===== src/rtl/sema_arb_pkg.sv =====
// Shared types and bus-address helper for the semaphore arbiter.
package sema_arb_pkg;

    typedef enum logic [1:0] {
        OP_TAKE = 2'b00,
        OP_GIVE = 2'b01,
        OP_PEEK = 2'b10,
        OP_SET  = 2'b11
    } op_t;

    typedef enum logic [2:0] {
        S_IDLE,
        S_ACC,
        S_PEEK,
        S_PGAP,
        S_DEC,
        S_RESP
    } state_t;

    localparam int unsigned ADR_W = 13;

    // abs=1 addresses the raw count; abs=0 applies amt as a relative inc (write) / dec (read).
    function automatic logic [ADR_W-1:0] mk_adr(input logic abs_mode,
                                                input logic [7:0] sem,
                                                input logic [3:0] amt);
        return {abs_mode, sem, amt};
    endfunction

endpackage


===== src/rtl/sema_rr_arbiter.sv =====
// Round-robin arbiter: search begins at ptr_i and wraps; one-hot grant plus index.
module sema_rr_arbiter #(
    parameter int unsigned NREQ = 4,
    localparam int unsigned IW  = $clog2(NREQ)
) (
    input  logic [NREQ-1:0] req_i,
    input  logic [IW-1:0]   ptr_i,
    output logic [NREQ-1:0] gnt_o,
    output logic [IW-1:0]   idx_o,
    output logic            valid_o
);

    always_comb begin
        logic          found;
        logic [IW:0]   j;
        gnt_o   = '0;
        idx_o   = '0;
        valid_o = 1'b0;
        found   = 1'b0;
        j       = '0;
        for (int unsigned i = 0; i < NREQ; i++) begin
            j = {1'b0, ptr_i} + (IW+1)'(i);
            if (j >= (IW+1)'(NREQ)) begin
                j = j - (IW+1)'(NREQ);
            end
            if (!found && req_i[j[IW-1:0]]) begin
                found            = 1'b1;
                valid_o          = 1'b1;
                gnt_o[j[IW-1:0]] = 1'b1;
                idx_o            = j[IW-1:0];
            end
        end
    end

endmodule


===== src/rtl/sema_arbiter.sv =====
// Serialises TAKE/GIVE/PEEK/SET from NREQ requesters onto the semaphore slave bus.
// Define SEMA_ARB_TIMEOUT_EN to make a TAKE give up (ok_o=0) after MAX_RETRY failed attempts.
module sema_arbiter
    import sema_arb_pkg::*;
#(
    parameter int unsigned NREQ      = 4,
    parameter int unsigned MAX_RETRY = 255
) (
    input  logic              clk_i,
    input  logic              rst_ni,
    input  logic [NREQ-1:0]   req_i,
    input  logic [2*NREQ-1:0] op_i,
    input  logic [8*NREQ-1:0] sem_i,
    input  logic [4*NREQ-1:0] amt_i,
    input  logic [8*NREQ-1:0] wdat_i,
    output logic [NREQ-1:0]   done_o,
    output logic              ok_o,
    output logic [7:0]        rdat_o,
    output logic              m_cyc_o,
    output logic              m_stb_o,
    output logic              m_we_o,
    output logic [12:0]       m_adr_o,
    output logic [7:0]        m_dat_o,
    input  logic              m_ack_i,
    input  logic [7:0]        m_dat_i
);

    localparam int unsigned IW   = $clog2(NREQ);
    localparam logic [7:0]  RMAX = 8'(MAX_RETRY);

    state_t      state_q, state_d;
    logic [IW-1:0] ptr_q, ptr_d;
    logic [IW-1:0] idx_q, idx_d;
    op_t         op_q, op_d;
    logic [7:0]  sem_q, sem_d;
    logic [3:0]  amt_q, amt_d;
    logic [7:0]  cnt_q, cnt_d;
    logic        ok_q, ok_d;
    logic        stb_q, stb_d;
    logic        we_q, we_d;
    logic [12:0] adr_q, adr_d;
    logic [7:0]  dat_q, dat_d;
    logic [7:0]  retry_q [NREQ];
    logic [7:0]  retry_d [NREQ];

    logic [NREQ-1:0] arb_gnt;
    logic [IW-1:0]   arb_idx;
    logic            arb_vld;
    op_t             sel_op;
    logic [7:0]      sel_sem;
    logic [3:0]      sel_amt;
    logic [7:0]      sel_wdat;

    sema_rr_arbiter #(.NREQ(NREQ)) u_rr (
        .req_i   (req_i),
        .ptr_i   (ptr_q),
        .gnt_o   (arb_gnt),
        .idx_o   (arb_idx),
        .valid_o (arb_vld)
    );

    assign sel_op   = op_t'(op_i[2*arb_idx +: 2]);
    assign sel_sem  = sem_i[8*arb_idx +: 8];
    assign sel_amt  = amt_i[4*arb_idx +: 4];
    assign sel_wdat = wdat_i[8*arb_idx +: 8];

    always_comb begin
        state_d = state_q;
        ptr_d   = ptr_q;
        idx_d   = idx_q;
        op_d    = op_q;
        sem_d   = sem_q;
        amt_d   = amt_q;
        cnt_d   = cnt_q;
        ok_d    = ok_q;
        stb_d   = stb_q;
        we_d    = we_q;
        adr_d   = adr_q;
        dat_d   = dat_q;
        retry_d = retry_q;
        unique case (state_q)
            S_IDLE: begin
                if (arb_vld && (arb_gnt != '0)) begin
                    idx_d = arb_idx;
                    ptr_d = (arb_idx == IW'(NREQ-1)) ? '0 : arb_idx + 1'b1;
                    op_d  = sel_op;
                    sem_d = sel_sem;
                    amt_d = sel_amt;
                    cnt_d = '0;
                    ok_d  = 1'b1;
                    stb_d = 1'b1;
                    dat_d = '0;
                    unique case (sel_op)
                        OP_TAKE: begin
                            state_d = S_PEEK;
                            we_d    = 1'b0;
                            adr_d   = mk_adr(1'b1, sel_sem, 4'd0);
                        end
                        OP_GIVE: begin
                            state_d = S_ACC;
                            we_d    = 1'b1;
                            adr_d   = mk_adr(1'b0, sel_sem, sel_amt);
                        end
                        OP_PEEK: begin
                            state_d = S_ACC;
                            we_d    = 1'b0;
                            adr_d   = mk_adr(1'b1, sel_sem, 4'd0);
                        end
                        OP_SET: begin
                            state_d = S_ACC;
                            we_d    = 1'b1;
                            adr_d   = mk_adr(1'b1, sel_sem, 4'd0);
                            dat_d   = sel_wdat;
                        end
                    endcase
                end
            end
            S_ACC: begin
                if (m_ack_i) begin
                    state_d = S_RESP;
                    cnt_d   = (op_q == OP_PEEK) ? m_dat_i : '0;
                    stb_d   = 1'b0;
                    we_d    = 1'b0;
                    adr_d   = '0;
                    dat_d   = '0;
                end
            end
            S_PEEK: begin
                if (m_ack_i) begin
                    state_d = S_PGAP;
                    cnt_d   = m_dat_i;
                    stb_d   = 1'b0;
                    adr_d   = '0;
                end
            end
            S_PGAP: begin
                // Strobe is low this cycle, giving the edge-triggered slave its gap before DEC.
                if (cnt_q >= {4'd0, amt_q}) begin
                    if (amt_q == 4'd0) begin
                        state_d = S_RESP;
                    end else begin
                        state_d = S_DEC;
                        stb_d   = 1'b1;
                        we_d    = 1'b0;
                        adr_d   = mk_adr(1'b0, sem_q, amt_q);
                    end
                end else begin
                    state_d = S_IDLE;
                    if (retry_q[idx_q] != RMAX) begin
                        retry_d[idx_q] = retry_q[idx_q] + 8'd1;
                    end
`ifdef SEMA_ARB_TIMEOUT_EN
                    if (retry_q[idx_q] == RMAX) begin
                        state_d = S_RESP;
                        ok_d    = 1'b0;
                    end
`endif
                end
            end
            S_DEC: begin
                if (m_ack_i) begin
                    state_d = S_RESP;
                    stb_d   = 1'b0;
                    adr_d   = '0;
                end
            end
            S_RESP: begin
                state_d        = S_IDLE;
                retry_d[idx_q] = '0;
            end
            default: state_d = S_IDLE;
        endcase
    end

    always_ff @(posedge clk_i or negedge rst_ni) begin
        if (!rst_ni) begin
            state_q <= S_IDLE;
            ptr_q   <= '0;
            idx_q   <= '0;
            op_q    <= OP_TAKE;
            sem_q   <= '0;
            amt_q   <= '0;
            cnt_q   <= '0;
            ok_q    <= 1'b0;
            stb_q   <= 1'b0;
            we_q    <= 1'b0;
            adr_q   <= '0;
            dat_q   <= '0;
            retry_q <= '{default: '0};
        end else begin
            state_q <= state_d;
            ptr_q   <= ptr_d;
            idx_q   <= idx_d;
            op_q    <= op_d;
            sem_q   <= sem_d;
            amt_q   <= amt_d;
            cnt_q   <= cnt_d;
            ok_q    <= ok_d;
            stb_q   <= stb_d;
            we_q    <= we_d;
            adr_q   <= adr_d;
            dat_q   <= dat_d;
            retry_q <= retry_d;
        end
    end

    always_comb begin
        done_o = '0;
        if (state_q == S_RESP) begin
            done_o[idx_q] = 1'b1;
        end
    end

    assign ok_o    = (state_q == S_RESP) && ok_q;
    assign rdat_o  = (state_q == S_RESP) ? cnt_q : '0;
    assign m_cyc_o = stb_q;
    assign m_stb_o = stb_q;
    assign m_we_o  = we_q;
    assign m_adr_o = adr_q;
    assign m_dat_o = dat_q;

endmodule


===== config.mk =====
export PLATFORM = sky130hd
export DESIGN_NAME = sema_arbiter
export DESIGN_NICKNAME = d
export VERILOG_FILES = /design/src/rtl/sema_arb_pkg.sv /design/src/rtl/sema_rr_arbiter.sv /design/src/rtl/sema_arbiter.sv
export SDC_FILE = /design/constraint.sdc
export NUM_CORES = 1
export LEC_CHECK = 0
export CORE_UTILIZATION = 45
export DETAILED_ROUTE_END_ITERATION = 8
export GPL_ROUTABILITY_DRIVEN = 0
export GPL_TIMING_DRIVEN = 0
export HOLD_SLACK_MARGIN = 0.12
export PLACE_DENSITY_LB_ADDON = 0.3
export SYNTH_ARGS = -nofsm -noshare
export SYNTH_HDL_FRONTEND = slang
export SYNTH_SLANG_ARGS = --single-unit

===== constraint.sdc =====
create_clock -name clk_i -period 3.6 [get_ports clk_i]
set_input_delay 0.9 -clock clk_i [delete_from_list [all_inputs] [get_ports clk_i]]
set_output_delay 0.9 -clock clk_i [all_outputs]
set_load 0.01 [all_outputs]

## Word-level counts from Yosys, hierarchy flattened

Index checks and enable logic that the tools add are counted.

| operators by class | value |
|---|---|
| $add $sub $neg | 8 |
| magnitude comparators | 15 |
| equal/unequal tests | 17 |
| shift-type cells | 4 |
| multiplexer cells | 69 |
| bitwise operators | 3 |
| reductions and logical operators | 33 |

Operators by type and width:

| cell | number |
|---|---|
| $mux W8 | 8 |
| $shiftx A32 B6 Y8 | 2 |
| $mux W13 | 4 |
| $pmux W13 S3 | 1 |
| $pmux W13 S2 | 1 |
| $pmux W8 S3 | 1 |
| $mux W1 | 21 |
| $mux W4 | 5 |
| $mux W2 | 9 |
| $pmux W8 S2 | 1 |
| $shiftx A16 B5 Y4 | 1 |
| $lt A2 B3 Y1 const B | 5 |
| $mux W3 | 4 |
| $or A4 B4 Y4 | 3 |
| $pmux W3 S4 | 1 |
| $demux W1 S2 | 5 |
| $ge A2 B1 Y1 const B | 5 |
| $logic_and A1 B1 Y1 | 10 |
| $ne A2 B2 Y1 const B | 5 |
| $reduce_and A5 Y1 | 2 |
| $ge A3 B3 Y1 const B | 3 |
| $reduce_bool A3 Y1 | 3 |
| $reduce_or A3 Y1 | 3 |
| $bmux W1 S2 | 4 |
| 26 further kinds | 42 |

| storage, ports and cells | value |
|---|---|
| bits in registers | 53 |
| word-level logic and storage cells | 161 |

## Depth between registers and ports, before layout

| logic depth | value |
|---|---|
| depth after elaboration | 20 |
| gate-level depth with buffers | 15 |
| gate-level depth less buffers | 9 |

## Modules after synthesis

Synthesis repeated with hierarchy kept, for this count alone.

| unflattened totals | value |
|---|---|
| cells, all modules | 318 |
| area total of the unflattened synthesis | 3567.2 sq um |

Modules (own cells, without submodules):

| module | instances | cells an instance | area an instance (sq um) | sequential area each (sq um) |
|---|---|---|---|---|
| sema_arbiter | 1 | 273 | 3145.5 | 1326.3 |
| sema_rr_arbiter | 1 | 45 | 421.7 | 0.0 |

## Least setup slack after synthesis

OpenSTA, ideal clock, no wires.

| timing | value |
|---|---|
| kind | register to register |
| start | register ptr_q[0] |
| end | register ptr_q[1] |
| setup time | 0.125 ns |
| data arrival time | 3.072 ns |
| path slack | 0.403 ns |
| cell stages (with the launch flop) | 13 |
| buffers on the path | 5 |
| period minus slack after synthesis | 3.197 ns |
| cell sequence | dfrtp_1 -> buf_6 -> buf_6 -> inv_1 -> ha_1 -> buf_2 -> mux2i_1 -> nor3_1 -> o41ai_1 -> clkbuf_1 -> clkbuf_1 -> ha_1 -> mux2_2 |

RTL lines:

| what | RTL line | RTL |
|---|---|---|
| start: declaration | sema_arbiter.sv:32 | `logic [IW-1:0] ptr_q, ptr_d;` |
| start signal: assignment | sema_arbiter.sv:192 | `ptr_q <= ptr_d;` |
| parallel branches: the longest is 13 deep, another holds $add A2 B1 Y3 | -- |  |
| $mux W2 (*) | sema_rr_arbiter.sv:26 | `if (!found && req_i[j[IW-1:0]]) begin` |
| net arb_idx[0] | sema_arbiter.sv:47 | `logic [IW-1:0] arb_idx;` |
| $add A2 B1 Y2 / $eq A2 B2 Y1 (equally long branches) | sema_arbiter.sv:85 | `ptr_d = (arb_idx == IW'(NREQ-1)) ? '0 : arb_idx + 1'b1;` |
| $mux W2 (*) | sema_arbiter.sv:85 |  |

Mark *: on every way through the listed nets, which the timed path passes. The select of a mux whose other input is x is not followed.
A chain may end at the register's enable or synchronous reset.

## Worst setup path after layout

Same ends and word-level chain as after synthesis.

==> flow_metrics.py <==
metrics = {
    "routing": {
        "via_per_inst": 5.61,
        "vias": 3649,
        "routed_wl_um": 10700,
        "postRouteAntennaNets": 0,
        "firstDrtPassIters": 5,
        "first_iter_violations": 139,
        "wl_per_cell_um": 16.4,
        "drt_drc_violations_left": 0,
    },
    "global_routing": {
        "first_global_vias": 3677,
        "antenna_found_initial": 0,
        "grt_overflow": 0,
        "grt_pass1_wl_um": 17200,
        "grt_max_degree": 32,
        "track_usage": 0.250,
    },
    "synth": {
        "synthesis.area_um2": 3770,
        "yosys_most_used_dff": "dfrtp_1",
        "ys_types": 57,
        "synthArstFlopShare": 1.00,
        "yosys-mux-area-fraction": 0.208,
        "synth_top_family_by_area": "multiplexers",
        "synth_seq_area_share": 0.351,
        "synth_compound_area_frac": 0.172,
        "synth-simple-area-share": 0.156,
        "avgSynthCellArea_um2": 9.61,
        "synthAdderAreaFrac": 0.0365,
        "synth_edf_count": 0,
        "yosys.area.top_type": "dfrtp_1",
        "synthTopCellsByArea": "dfrtp_1 35%, mux2i_1 12%, mux2_2 7.2%",
        "synth_xor_area_frac": 0.00464,
        "synth_seq_cells": 53,
        "synth_top_area_share": 0.351,
        "yosysWarnings": 0,
        "syn_inst": 393,
        "synth_nets": 507,
    },
    "clock_tree": {
        "cts_tree": "yes",
        "cts-buffers-inserted": 5,
        "cts_num_sinks": 53,
        "clk_latency_ps": 310,
        "clk_pin_slew_ps": 100,
        "clock_path_buffers": 2,
        "cts-root-buf": "clkbuf_8",
        "h-tree-depth": 2,
    },
    "floorplanning": {
        "die_w_um": 93.6,
        "die_h_um": 93.6,
        "start_util": 0.462,
        "rows": 33,
        "ioPinCount": 140,
        "core_area_um2": 8180,
        "die-area_um2": 8760,
    },
    "pwr": {
        "p_total_uw": 4790,
        "sw_frac_of_total": 0.449,
        "clkPwrFrac": 0.074,
        "p_seq_frac": 0.208,
        "p_leak_uw": 0.00233,
        "p_int_uw": 2640,
        "switchingPower_uw": 2150,
        "irDropWorstVdd_v": 0.000418,
        "combPwrFrac": 0.718,
        "p_per_area_nw_per_um2": 873,
    },
    "cells_and_area": {
        "final_cell_mix": "138 x clkdlybuf4s50_1, 53 x dfrtp_1, 47 x mux2i_1, 39 x nand2_1, 24 x mux2_2",
        "final_nets": 659,
        "final_common_cell": "clkdlybuf4s50_1",
        "fin_cells": 651,
        "fin_util": 0.671,
        "drive_above_1_share": 0.134,
        "n_antenna_cell": 0,
        "area_growth_pct": 45.3,
        "final_cell_area_um2": 5490,
    },
    "flow_run": {
        "max-cap-violations": 0,
    },
    "sta": {
        "maxSlewHeadroom": 0.477,
        "max_freq_mhz": 289,
        "fin_tns_setup_ps": 0,
        "tightest_slew_ps": 779,
        "timing.final.hold_violations": 0,
        "min_period_over_period": 0.960,
        "skew_ps": 5.36,
        "final.min_clock_period_ps": 3460,
        "slew_viol_final": 0,
        "setup_viol": 0,
    },
    "placed_design": {
        "dp.cells": 638,
        "dpl_cell_area_um2": 5320,
        "dp_hpwl_um": 8300,
        "portBuffers": 139,
    },
    "critical_path": {
        "cp_data_arrival_time_ps": 3650,
        "worstPathMaxFanout": 10,
        "criticalPathCategory": "reg -> reg",
        "crit_required_ps": 3800,
        "endpoint_kind": "flip-flop",
        "cp-start-kind": "flip-flop",
    },
    "hold_path": {
        "min_path_type": "reg -> reg",
    },
    "run_status": {
        "outcome": "complete, no violations",
    },
}
==> logic make-up (layout without fill, tap and decap cells) <==
logic type | after synthesis | count (layout)
DFF | 53 | 53
AOI/OAI and AO/OA | 86 | 86
and+or+nand+nor | 115 | 115
buffers and inverters | 53 | 206
xor gates and xnor gates | 2 | 2
muxes | 73 | 73
adders and majority gates | 11 | 11
==> sequential cells by signal, indices dropped and copies added, names as in the netlist <==
| register | count |
|---|---|
| amt_q | 4 |
| ok_q | 1 |
| m_cyc_o | 1 |
| idx_q | 2 |
| m_adr_o | 13 |
| ptr_q | 2 |
| m_dat_o | 8 |
| state_q | 3 |
| cnt_q | 8 |
| sem_q | 8 |
| op_q | 2 |
| m_we_o | 1 |
==> worst max-delay path, cell delays in order, from the launching register on <==
cell	delay [ps]
dfrtp_1	410
buf_6	150
buf_6	150
clkinvlp_4	150
ha_1	310
buf_2	230
mux2i_1	280
nor3_1	90
o41ai_2	390
clkbuf_2	340
clkbuf_2	300
ha_1	270
mux2_2	270
==> timing repair <==
action                     in CTS  in global routing
hold buffers                    0                  0
buffers inserted                0                  6
pin swaps                       0                  1
gates cloned                    0                  0
hold endpoints to repair        0                  0
setup endpoints to repair      17                 20
resized for setup               2                  8
==> metrics by stage <==
step,hold WS (ps),worst slack [ps]
after global placement,448,-324
after CTS,493,57.4
after floorplan,425,403
after detailed placement,470,-407
after global routing,528,-72.0
final,494,145
==> synthesized netlist by cell type, types with 4 or more instances <==
cell type and count:
inv_1 20, and3_1 5, buf_6 7, nor2_1 10, buf_2 9, o21ai_0 10
nand2_1 39, a211oi_1 8, and2_0 8, nand4_1 6, o22ai_1 4, o211ai_1 8
a31oi_1 11, nor3_1 13, nand3_1 7, mux2i_1 47, a21oi_1 6, nand2b_1 7
buf_1 4, clkbuf_1 9, ha_1 11, nor2b_1 4, a22o_1 16, mux2_2 24
dfrtp_1 53
==> layer usage <==
metal	wire length, um	GRT usage
met5	0	0
met4	197	0.0769
met3	481	0.0268
met2	5590	0.455
met1	4420	0.309
==> cell type report <==
| class | instances | area [um2] |
|---|---|---|
| Inverter | 22 | 86.3 |
| Clock buffer | 6 | 82.6 |
| Multi-Input combinational cell | 287 | 2200 |
| Timing Repair Buffer | 146 | 1460 |
| Fill cell | 658 | 2690 |
| Tap cell | 105 | 131 |
| Buffer | 30 | 189 |
| Sequential cell | 53 | 1330 |
| Clock inverter | 2 | 13.8 |
==> path summary, 6_finish.rpt <==
| check | start | slack [ps] | depth (start not counted) | end |
|---|---|---|---|---|
| setup / recovery | ptr_q[0]$_DFFE_PN0P_ | 140 | 12 | ptr_q[1]$_DFFE_PN0P_ |
| hold / removal | op_q[0]$_DFFE_PN0P_ | 490 | 2 | op_q[0]$_DFFE_PN0P_ |
| setup reg to reg | ptr_q[0]$_DFFE_PN0P_ | 140 | 12 | ptr_q[1]$_DFFE_PN0P_ |
| hold reg to reg | op_q[0]$_DFFE_PN0P_ | 490 | 2 | op_q[0]$_DFFE_PN0P_ |
| max in group asynchronous | rst_ni | 2390 | 2 | cnt_q[2]$_DFFE_PN0P_ |
| min in group asynchronous | rst_ni | 640 | 1 | sem_q[1]$_DFFE_PN0P_ |
==> power groups by stage <==
| stage | Combinational (uW) | Sequential, uW | Clock (uW) |
|---|---|---|---|
| finish | 3440 | 995 | 353 |
| global route | 3750 | 1030 | 390 |
| CTS | 3350 | 998 | 361 |
| detailed placement | 3340 | 1010 | 0 |
| global placement | 3240 | 994 | 0 |
| floorplan | 2390 | 1010 | 0 |
Note: power is estimated with default switching activity, not from simulation.
